## src/rtl/led_blink_interface_if.sv

```systemverilog
// Request/status bundle between control logic and the LED blink driver.
// Control logic drives start/count; the driver returns led/busy/done.
// The driver ignores any start it receives while busy is high.
interface led_blink_interface_if #(
    parameter int CountWidth = 4
);
    logic                  start;
    logic [CountWidth-1:0] count;
    logic                  led;
    logic                  busy;
    logic                  done;

    // Control-logic side: issues requests and observes status
    modport master (
        output start,
        output count,
        input  led,
        input  busy,
        input  done
    );

    // Driver side: accepts requests and reports status
    modport slave (
        input  start,
        input  count,
        output led,
        output busy,
        output done
    );
endinterface

```

## src/rtl/led_blink_interface.sv

```systemverilog
// Single-LED blinker: drives N on/off periods of fixed length per start request.
// Latency: led/busy rise one cycle after start is sampled; done pulses one cycle after the last off period.
// No backpressure: start is ignored while busy; the request is not queued or stalled.
module led_blink_interface #(
    parameter int OnCycles   = 8,   // 1..2**TimerWidth
    parameter int OffCycles  = 8,   // 1..2**TimerWidth
    parameter int CountWidth = 4,
    parameter int TimerWidth = 8
) (
    input  logic                 clock,
    input  logic                 reset,
    led_blink_interface_if.slave bus
);

    localparam logic [1:0] StIdle = 2'd0;
    localparam logic [1:0] StOn   = 2'd1;
    localparam logic [1:0] StOff  = 2'd2;

    // Timers count down to zero inclusive, so load period-1
    localparam logic [TimerWidth-1:0] OnLoad   = TimerWidth'(OnCycles - 1);
    localparam logic [TimerWidth-1:0] OffLoad  = TimerWidth'(OffCycles - 1);
    localparam logic [TimerWidth-1:0] TimerOne = TimerWidth'(1);
    localparam logic [CountWidth-1:0] CountOne = CountWidth'(1);

    logic [1:0]            state;
    logic [1:0]            state_nxt;
    logic [CountWidth-1:0] remaining;
    logic [CountWidth-1:0] remaining_nxt;
    logic [TimerWidth-1:0] timer;
    logic [TimerWidth-1:0] timer_nxt;
    logic                  led_q;
    logic                  led_nxt;
    logic                  busy_q;
    logic                  busy_nxt;
    logic                  done_q;
    logic                  done_nxt;

    // Next-state logic: outputs are computed here and registered below,
    // so nothing on the bus is a combinational function of start/count
    always_comb begin
        state_nxt     = state;
        remaining_nxt = remaining;
        timer_nxt     = timer;
        led_nxt       = led_q;
        busy_nxt      = busy_q;
        done_nxt      = 1'b0;

        case (state)
            StIdle: begin
                if (bus.start) begin
                    if (bus.count != '0) begin
                        state_nxt     = StOn;
                        remaining_nxt = bus.count;
                        timer_nxt     = OnLoad;
                        led_nxt       = 1'b1;
                        busy_nxt      = 1'b1;
                    end else begin
                        // Empty request completes immediately
                        done_nxt = 1'b1;
                    end
                end
            end

            StOn: begin
                if (timer == '0) begin
                    state_nxt = StOff;
                    timer_nxt = OffLoad;
                    led_nxt   = 1'b0;
                end else begin
                    timer_nxt = timer - TimerOne;
                end
            end

            StOff: begin
                if (timer == '0) begin
                    // remaining only decrements while >1, so it never wraps
                    if (remaining > CountOne) begin
                        state_nxt     = StOn;
                        remaining_nxt = remaining - CountOne;
                        timer_nxt     = OnLoad;
                        led_nxt       = 1'b1;
                    end else begin
                        state_nxt = StIdle;
                        busy_nxt  = 1'b0;
                        done_nxt  = 1'b1;
                    end
                end else begin
                    timer_nxt = timer - TimerOne;
                end
            end

            default: begin
                // Unreachable encoding: recover to a quiet idle
                state_nxt     = StIdle;
                remaining_nxt = '0;
                timer_nxt     = '0;
                led_nxt       = 1'b0;
                busy_nxt      = 1'b0;
            end
        endcase
    end

    // State and output registers; reset aborts any sequence without a done
    always_ff @(posedge clock or negedge reset) begin
        if (!reset) begin
            state     <= StIdle;
            remaining <= '0;
            timer     <= '0;
            led_q     <= 1'b0;
            busy_q    <= 1'b0;
            done_q    <= 1'b0;
        end else begin
            state     <= state_nxt;
            remaining <= remaining_nxt;
            timer     <= timer_nxt;
            led_q     <= led_nxt;
            busy_q    <= busy_nxt;
            done_q    <= done_nxt;
        end
    end

    assign bus.led  = led_q;
    assign bus.busy = busy_q;
    assign bus.done = done_q;

    // done is a completion marker and must never coincide with busy
    a_done_not_busy: assert property (@(posedge clock) disable iff (!reset)
        !(done_q && busy_q));

    // The LED is only ever lit inside a sequence
    a_led_implies_busy: assert property (@(posedge clock) disable iff (!reset)
        led_q |-> busy_q);

endmodule

```

## src/flat_wrapper.sv

```systemverilog
// flat-port wrapper written by rule: the top's interface ports become plain ports
module led_blink_interface_flat 
#(
    parameter int OnCycles   = 8,                      
    parameter int OffCycles  = 8,                      
    parameter int CountWidth = 4,
    parameter int TimerWidth = 8
)
  (clock, reset, bus_start, bus_count, bus_led, bus_busy, bus_done);
  led_blink_interface_if #(.CountWidth(CountWidth)) bus_i ();
  input  logic clock;
  input  logic reset;
  input wire logic [$bits(bus_i.start)-1:0] bus_start;
  input wire logic [$bits(bus_i.count)-1:0] bus_count;
  output wire logic [$bits(bus_i.led)-1:0] bus_led;
  output wire logic [$bits(bus_i.busy)-1:0] bus_busy;
  output wire logic [$bits(bus_i.done)-1:0] bus_done;
  assign bus_i.start = bus_start;
  assign bus_i.count = bus_count;
  assign bus_led = bus_i.led;
  assign bus_busy = bus_i.busy;
  assign bus_done = bus_i.done;
  led_blink_interface #(.OnCycles(OnCycles), .OffCycles(OffCycles), .CountWidth(CountWidth), .TimerWidth(TimerWidth)) u_core (.clock(clock), .reset(reset), .bus(bus_i));
endmodule
```

## config.mk

```make
export PLATFORM = sky130hd
export DESIGN_NAME = led_blink_interface_flat
export DESIGN_NICKNAME = d
export VERILOG_FILES = /design/src/rtl/led_blink_interface_if.sv /design/src/rtl/led_blink_interface.sv /design/src/flat_wrapper.sv
export SDC_FILE = /design/constraint.sdc
export NUM_CORES = 1
export LEC_CHECK = 0
export BUFFER_PORTS_ARGS = -buffer_cell sky130_fd_sc_hd__buf_2
export CELL_PAD_IN_SITES_DETAIL_PLACEMENT = 0
export CELL_PAD_IN_SITES_GLOBAL_PLACEMENT = 1
export CORE_MARGIN = 3
export CORE_UTILIZATION = 48
export DETAILED_ROUTE_END_ITERATION = 8
export PLACE_DENSITY = 0.8
export SLEW_MARGIN = 5
export SYNTH_ARGS = -nofsm -noshare
export SYNTH_HDL_FRONTEND = slang
export SYNTH_SLANG_ARGS = --single-unit
```

## constraint.sdc

```tcl
create_clock -name clock -period 3.5 [get_ports clock]
set_input_delay 0.35 -clock clock [delete_from_list [all_inputs] [get_ports clock]]
set_output_delay 0.35 -clock clock [all_outputs]
set_load 0.01 [all_outputs]
```

### Yosys cells after proc, flatten, opt, wreduce, memory -nomap -nowiden

Index checks and enable logic that the tools add are counted.

* flip-flop bits (word level): 17
* input bits: 7
* output and inout bits: 3
* logic and storage cells: 58

* $add $sub $neg: 2
* order comparisons: 1
* eq/ne operators: 9
* multiplexer cells: 31
* bitwise gates (word level): 1
* reduce and logical (&&, ||, !) cells: 8

Operators with widths (number)
* 8-bit two-way mux: 5
* 8-bit one-hot mux with 3 select lines: 1
* 4-bit two-way mux: 4
* 5-bit AND reduction: 3
* 1-bit two-way mux: 12
* 4-bit one-hot mux with 3 select lines: 1
* 8-bit zero test: 1
* 2-bit two-way mux: 4
* 2-bit by 1-bit inequality test with 1-bit output (second input constant): 4
* 8-bit by 1-bit subtractor with 8-bit output (second input constant): 1
* 1-bit one-hot mux with 3 select lines: 2
* 2-bit one-hot mux with 3 select lines: 1
* 4-bit by 1-bit greater-than comparator with 1-bit output (second input constant): 1
* 2-bit inequality test (second input constant): 2
* 4-bit AND reduction: 1
* 4-bit nonzero test: 1
* 4-bit by 1-bit subtractor with 4-bit output (second input constant): 1
* 3-bit inequality test (second input constant): 1
* 3-bit AND reduction: 1
* 2-bit by 1-bit == test with 1-bit output (second input constant): 1
* 2-bit == test (second input constant): 1
* 2-bit zero test: 1
* 1-bit one-hot mux with 2 select lines: 1
* 1-bit inverter: 1

### Longest topological paths before layout

* depth after elaboration: 4
* gate-level depth with buffers: 6
* gate-level depth less buffers: 6

### Worst setup path before layout

Ideal clock, no wire load.

* path kind: reg2reg
* start: register u_core.timer[0]
* end: register u_core.busy_q, in the netlist u_core.bus.busy
* setup time: 0.125 ns
* arrival: 1.761 ns
* data required time: 3.375 ns
* slack: 1.614 ns
* cell stages (with the launch flop): 7
* path buffers: 0
* path through: dfrtp_1 inv_1 ha_1 or3b_2 nor4_2 o21ai_1 mux2_4

* cells in the longest elaborated chain, start to end: 3

Ends and longest elaborated chain
* start, declared: line led_blink_interface.sv:29 `logic [TimerWidth-1:0] timer;`
* start signal, assigned: line led_blink_interface.sv:115 `timer <= timer_nxt;`
* 8-bit zero test: line led_blink_interface.sv:75 `if (timer == '0) begin`
* 2-bit by 1-bit inequality test with 1-bit output (no source line)
* 5-bit AND reduction (no source line)
* end signal, assigned: line led_blink_interface.sv:117 `busy_q <= busy_nxt;`
* end, declared: line led_blink_interface.sv:33 `logic busy_q;`

Every way passes these cells.
A chain may end at the register's enable or synchronous reset.

### Worst setup path in the final report

* start: register u_core.timer[0]
* end: register u_core.timer[3]

* cells in the longest elaborated chain, start to end: 3

Ends and longest elaborated chain (line)
* 8-bit by 1-bit subtractor with 8-bit output or 8-bit zero test (tied branches)
* 8-bit two-way mux, or another cell as far along: led_blink_interface.sv:75
* 8-bit one-hot mux with 3 select lines or 3-bit AND reduction (tied branches)

Parallel ways exist; a longest one is shown, timed or not.

==> metrics.md <==
| Metric | Value |
|---|---|
| PortBufs | 9 |
| Syn Area/Cell | 9.24 µm² |
| Tightest Pin Transition | 654 ps |
| Pre-CTS WS | 1350 ps |
| Setup CP Type | reg -> reg |
| Num ports | 10 |
| Drt total wl | 2.69 mm |
| RR Startpoint | u_core.timer[0] |
| Share of cells above drive strength 1 | 14.7% |
| Clk slew on worst S/H paths | 100 ps |
| Non-filler cells, final | 171 |
| Mapped Cells | 133 |
| Fin. max-slew vios | 0 |
| CTS sink count | 17 |
| Initial Util | 53.0% |
| Register area | 425 µm² |
| Gr ovfl total | 0 |
| Die Footprint | 3200 µm² |
| Max FO, Critical Path | 7 |
| Post-Syn Area | 1230 µm² |
| Family with the most delay on the worst path | compound AO/OA/AOI/OAI gates |
| Hold Crit Depth | 2 |
| Max Root-Sink Buffers | 2 |
| Die width | 56.6 µm |
| TritonCTS clock tree | yes |
| Critical-path top delay cell | nor3b_1 |
| Htree depth | 1 |
| R2R cell count | 6 |
| RSZ-0062 raised after global routing | no |
| Dpl cells | 166 |
| Most common cell after layout, fill and taps aside | dfrtp_1 |
| Initial antenna violation count | 0 |
| Min-delay worst type | in -> reg |
| Syn nets | 149 |
| Final hold viol count | 0 |
| Setup TNS | 0 ps |
| Yosys warns | 0 |
| Post-synthesis sequential area ratio | 34.6% |
| Cts repair resizes | 0 |
| Max-Slew Margin vs Limit | 56.0% |
| Most frequent cells in the layout | 17 x dfrtp_1, 15 x inv_1, 9 x ha_1, 9 x buf_2, 7 x a21oi_1 |
| Die Ht | 56.6 µm |
| P_leak | 0.583 nW |
| DR vias/cell | 6.25 |
| Crit path largest cell delay | 550 ps |
| Final Critical Period | 2190 ps |
| Final Skew | 8.72 ps |
| Area taken by multi-input logic gates | 729 µm² |
| Iter 0 DRT Violations | 38 |
| EDFF count, synth | 0 |
| CTS root buf | clkbuf_4 |
| Drt first pass iters | 4 |
| Util after Layout | 57.3% |
| Period utilisation layout | 62.5% |
| N_diodes | 0 |
| Pwr Density | 971 nW/µm² |
| DP Wirelength | 1.95 mm |
| Filler cell count in the final layout | 204 |
| Hold path endpoint | u_core.bus.done |
| DRC | 0 |
| VDD IR max | 510 µV |
| Status | finished clean |
| Worst setup EP type | flop |
| Num CTS Buffers | 3 |
| Worst path cell trace | inv_1 > ha_1 > nor3b_1 > a21oi_1 > a221o_1 > a32o_1 |
| Post-synth ARST share | 100% |
| Req. time, crit path | 3690 ps |
| Reg2reg end | u_core.timer[3] |
| GPL Wtd Cong | 0.807 |
| Tot Pwr | 1.29 mW |
| FF+latch count, synth | 17 |
| Most used DFF post-synth | dfrtp_1 |
| Gr usage total | 19.0% |
| NumNets Final | 160 |
| Remaining antenna violation count | 0 |
| WL/cell | 15.7 µm |
| Worst skew pair latency | 300 ps |
| Number of global-route vias before repair | 1034 |
| Count of cell types in the netlist | 43 |
| # setup viols final | 0 |
| WP data arrival | 2380 ps |
| Largest net degree at the start of global routing | 18 |
| R2R Setup Slk | 1310 ps |
| CP startpoint kind | flop |
| First-pass GRT wire length | 4.88 mm |
| Layout area overhead | 8.04% |
| Buf+Inv Stages, Crit Path | 1 |
| Min setup slack post-route | 1310 ps |
| Hold path start | bus_start |
| Core box area | 2320 µm² |
| Maxcap violations | 0 |
| Via count | 1069 |
| Fmax | 457 MHz |
| Site Rows | 17 |
[registers in the layout, indices dropped and copies added, names as in the netlist]
register,flops
u_core.remaining,4
u_core.state,2
u_core.timer,8
u_core.bus.led,1
u_core.bus.done,1
u_core.bus.busy,1
[how the worst max path moves through the flow]
stage,slack (ps),cells after the start,to,startpoint
global placement,1410,6,u_core.timer[3],u_core.timer[0]
global route,1140,6,u_core.timer[3],u_core.timer[0]
floorplan,1610,6,u_core.bus.busy,u_core.timer[0]
CTS,1330,6,u_core.timer[3],u_core.timer[0]
detailed placement,1350,6,u_core.timer[3],u_core.timer[0]
finish,1310,6,u_core.timer[3],u_core.timer[0]
[routing by layer]
metal	vias up	GRT usage [%]	wire length, µm
met3	5	2.07	131
met5	-	0	0
met2	31	26.2	1160
met1	507	29.2	1340
li1	526	-	-
met4	0	8.81	56
[where the power goes]
group	total (mW)	switching, mW	internal [mW]
sequential	0.348	0.0727	0.276
clock	0.110	0.0653	0.0445
combinational	0.831	0.486	0.345
total	1.29	0.623	0.665
[worst reg2reg max path, stage by stage, from the launching register on]
cell,delay [ps]
dfrtp_1,400
inv_1,100
ha_1,170
nor3b_1,550
a21oi_1,320
a221o_1,360
a32o_1,200
[through the flow]
stage / cell area (µm²) / hold WS [ps]
final: 1330 / 351
after detailed placement: 1290 / 301
after CTS: 1330 / 342
after global routing: 1330 / 348
after floorplan: 1230 / 54.4
after global placement: 1290 / 296
[cells by family (layout without fill, tap and decap cells)]
family / count (synthesis) / after routing / synth area share [%]
multiplexers: 5 / 5 / 4.79
XOR/XNOR: 1 / 1 / 0.713
AO/OA/AOI/OAI: 42 / 42 / 25.1
adder cells (fa/ha/maj): 9 / 9 / 9.17
buffers and inverters: 19 / 29 / 6.01
flip-flops: 17 / 17 / 34.6
AND/OR/NAND/NOR: 40 / 40 / 19.7
[synthesized netlist by cell type, drive strengths merged (2+ instances only)]
cell | instances | area share, %
ha | 9 | 9.2
clkbuf | 2 | 0.61
or2 | 2 | 1.0
nor3 | 7 | 3.3
or4 | 2 | 1.2
nand2b | 3 | 1.5
a32o | 2 | 1.6
nor2 | 6 | 2.4
nand2 | 6 | 1.8
o21ai | 8 | 3.3
a211oi | 6 | 3.7
o22ai | 3 | 1.5
a21o | 2 | 1.2
dfrtp | 17 | 35
mux2 | 4 | 4.0
buf | 2 | 0.81
inv | 15 | 4.6
nand4 | 5 | 2.5
a221oi | 4 | 2.9
a32oi | 2 | 1.4
nor4 | 4 | 3.1
a21oi | 8 | 3.6
[final cells by class]
| cell class | count | share of cell area, % |
|---|---|---|
| clock buffers | 4 | 1.98 |
| inverters | 15 | 4.24 |
| multi-input cells | 97 | 54.9 |
| flip-flops and latches | 17 | 32.0 |
| well taps | 28 | 2.64 |
| repair buffers | 10 | 4.15 |
[repair_timing]
action	CTS	global route
hold endpoints to repair	17	0
buffers inserted	0	0
hold buffers	1	0
No activity file was read; power rests on OpenSTA's default activity.
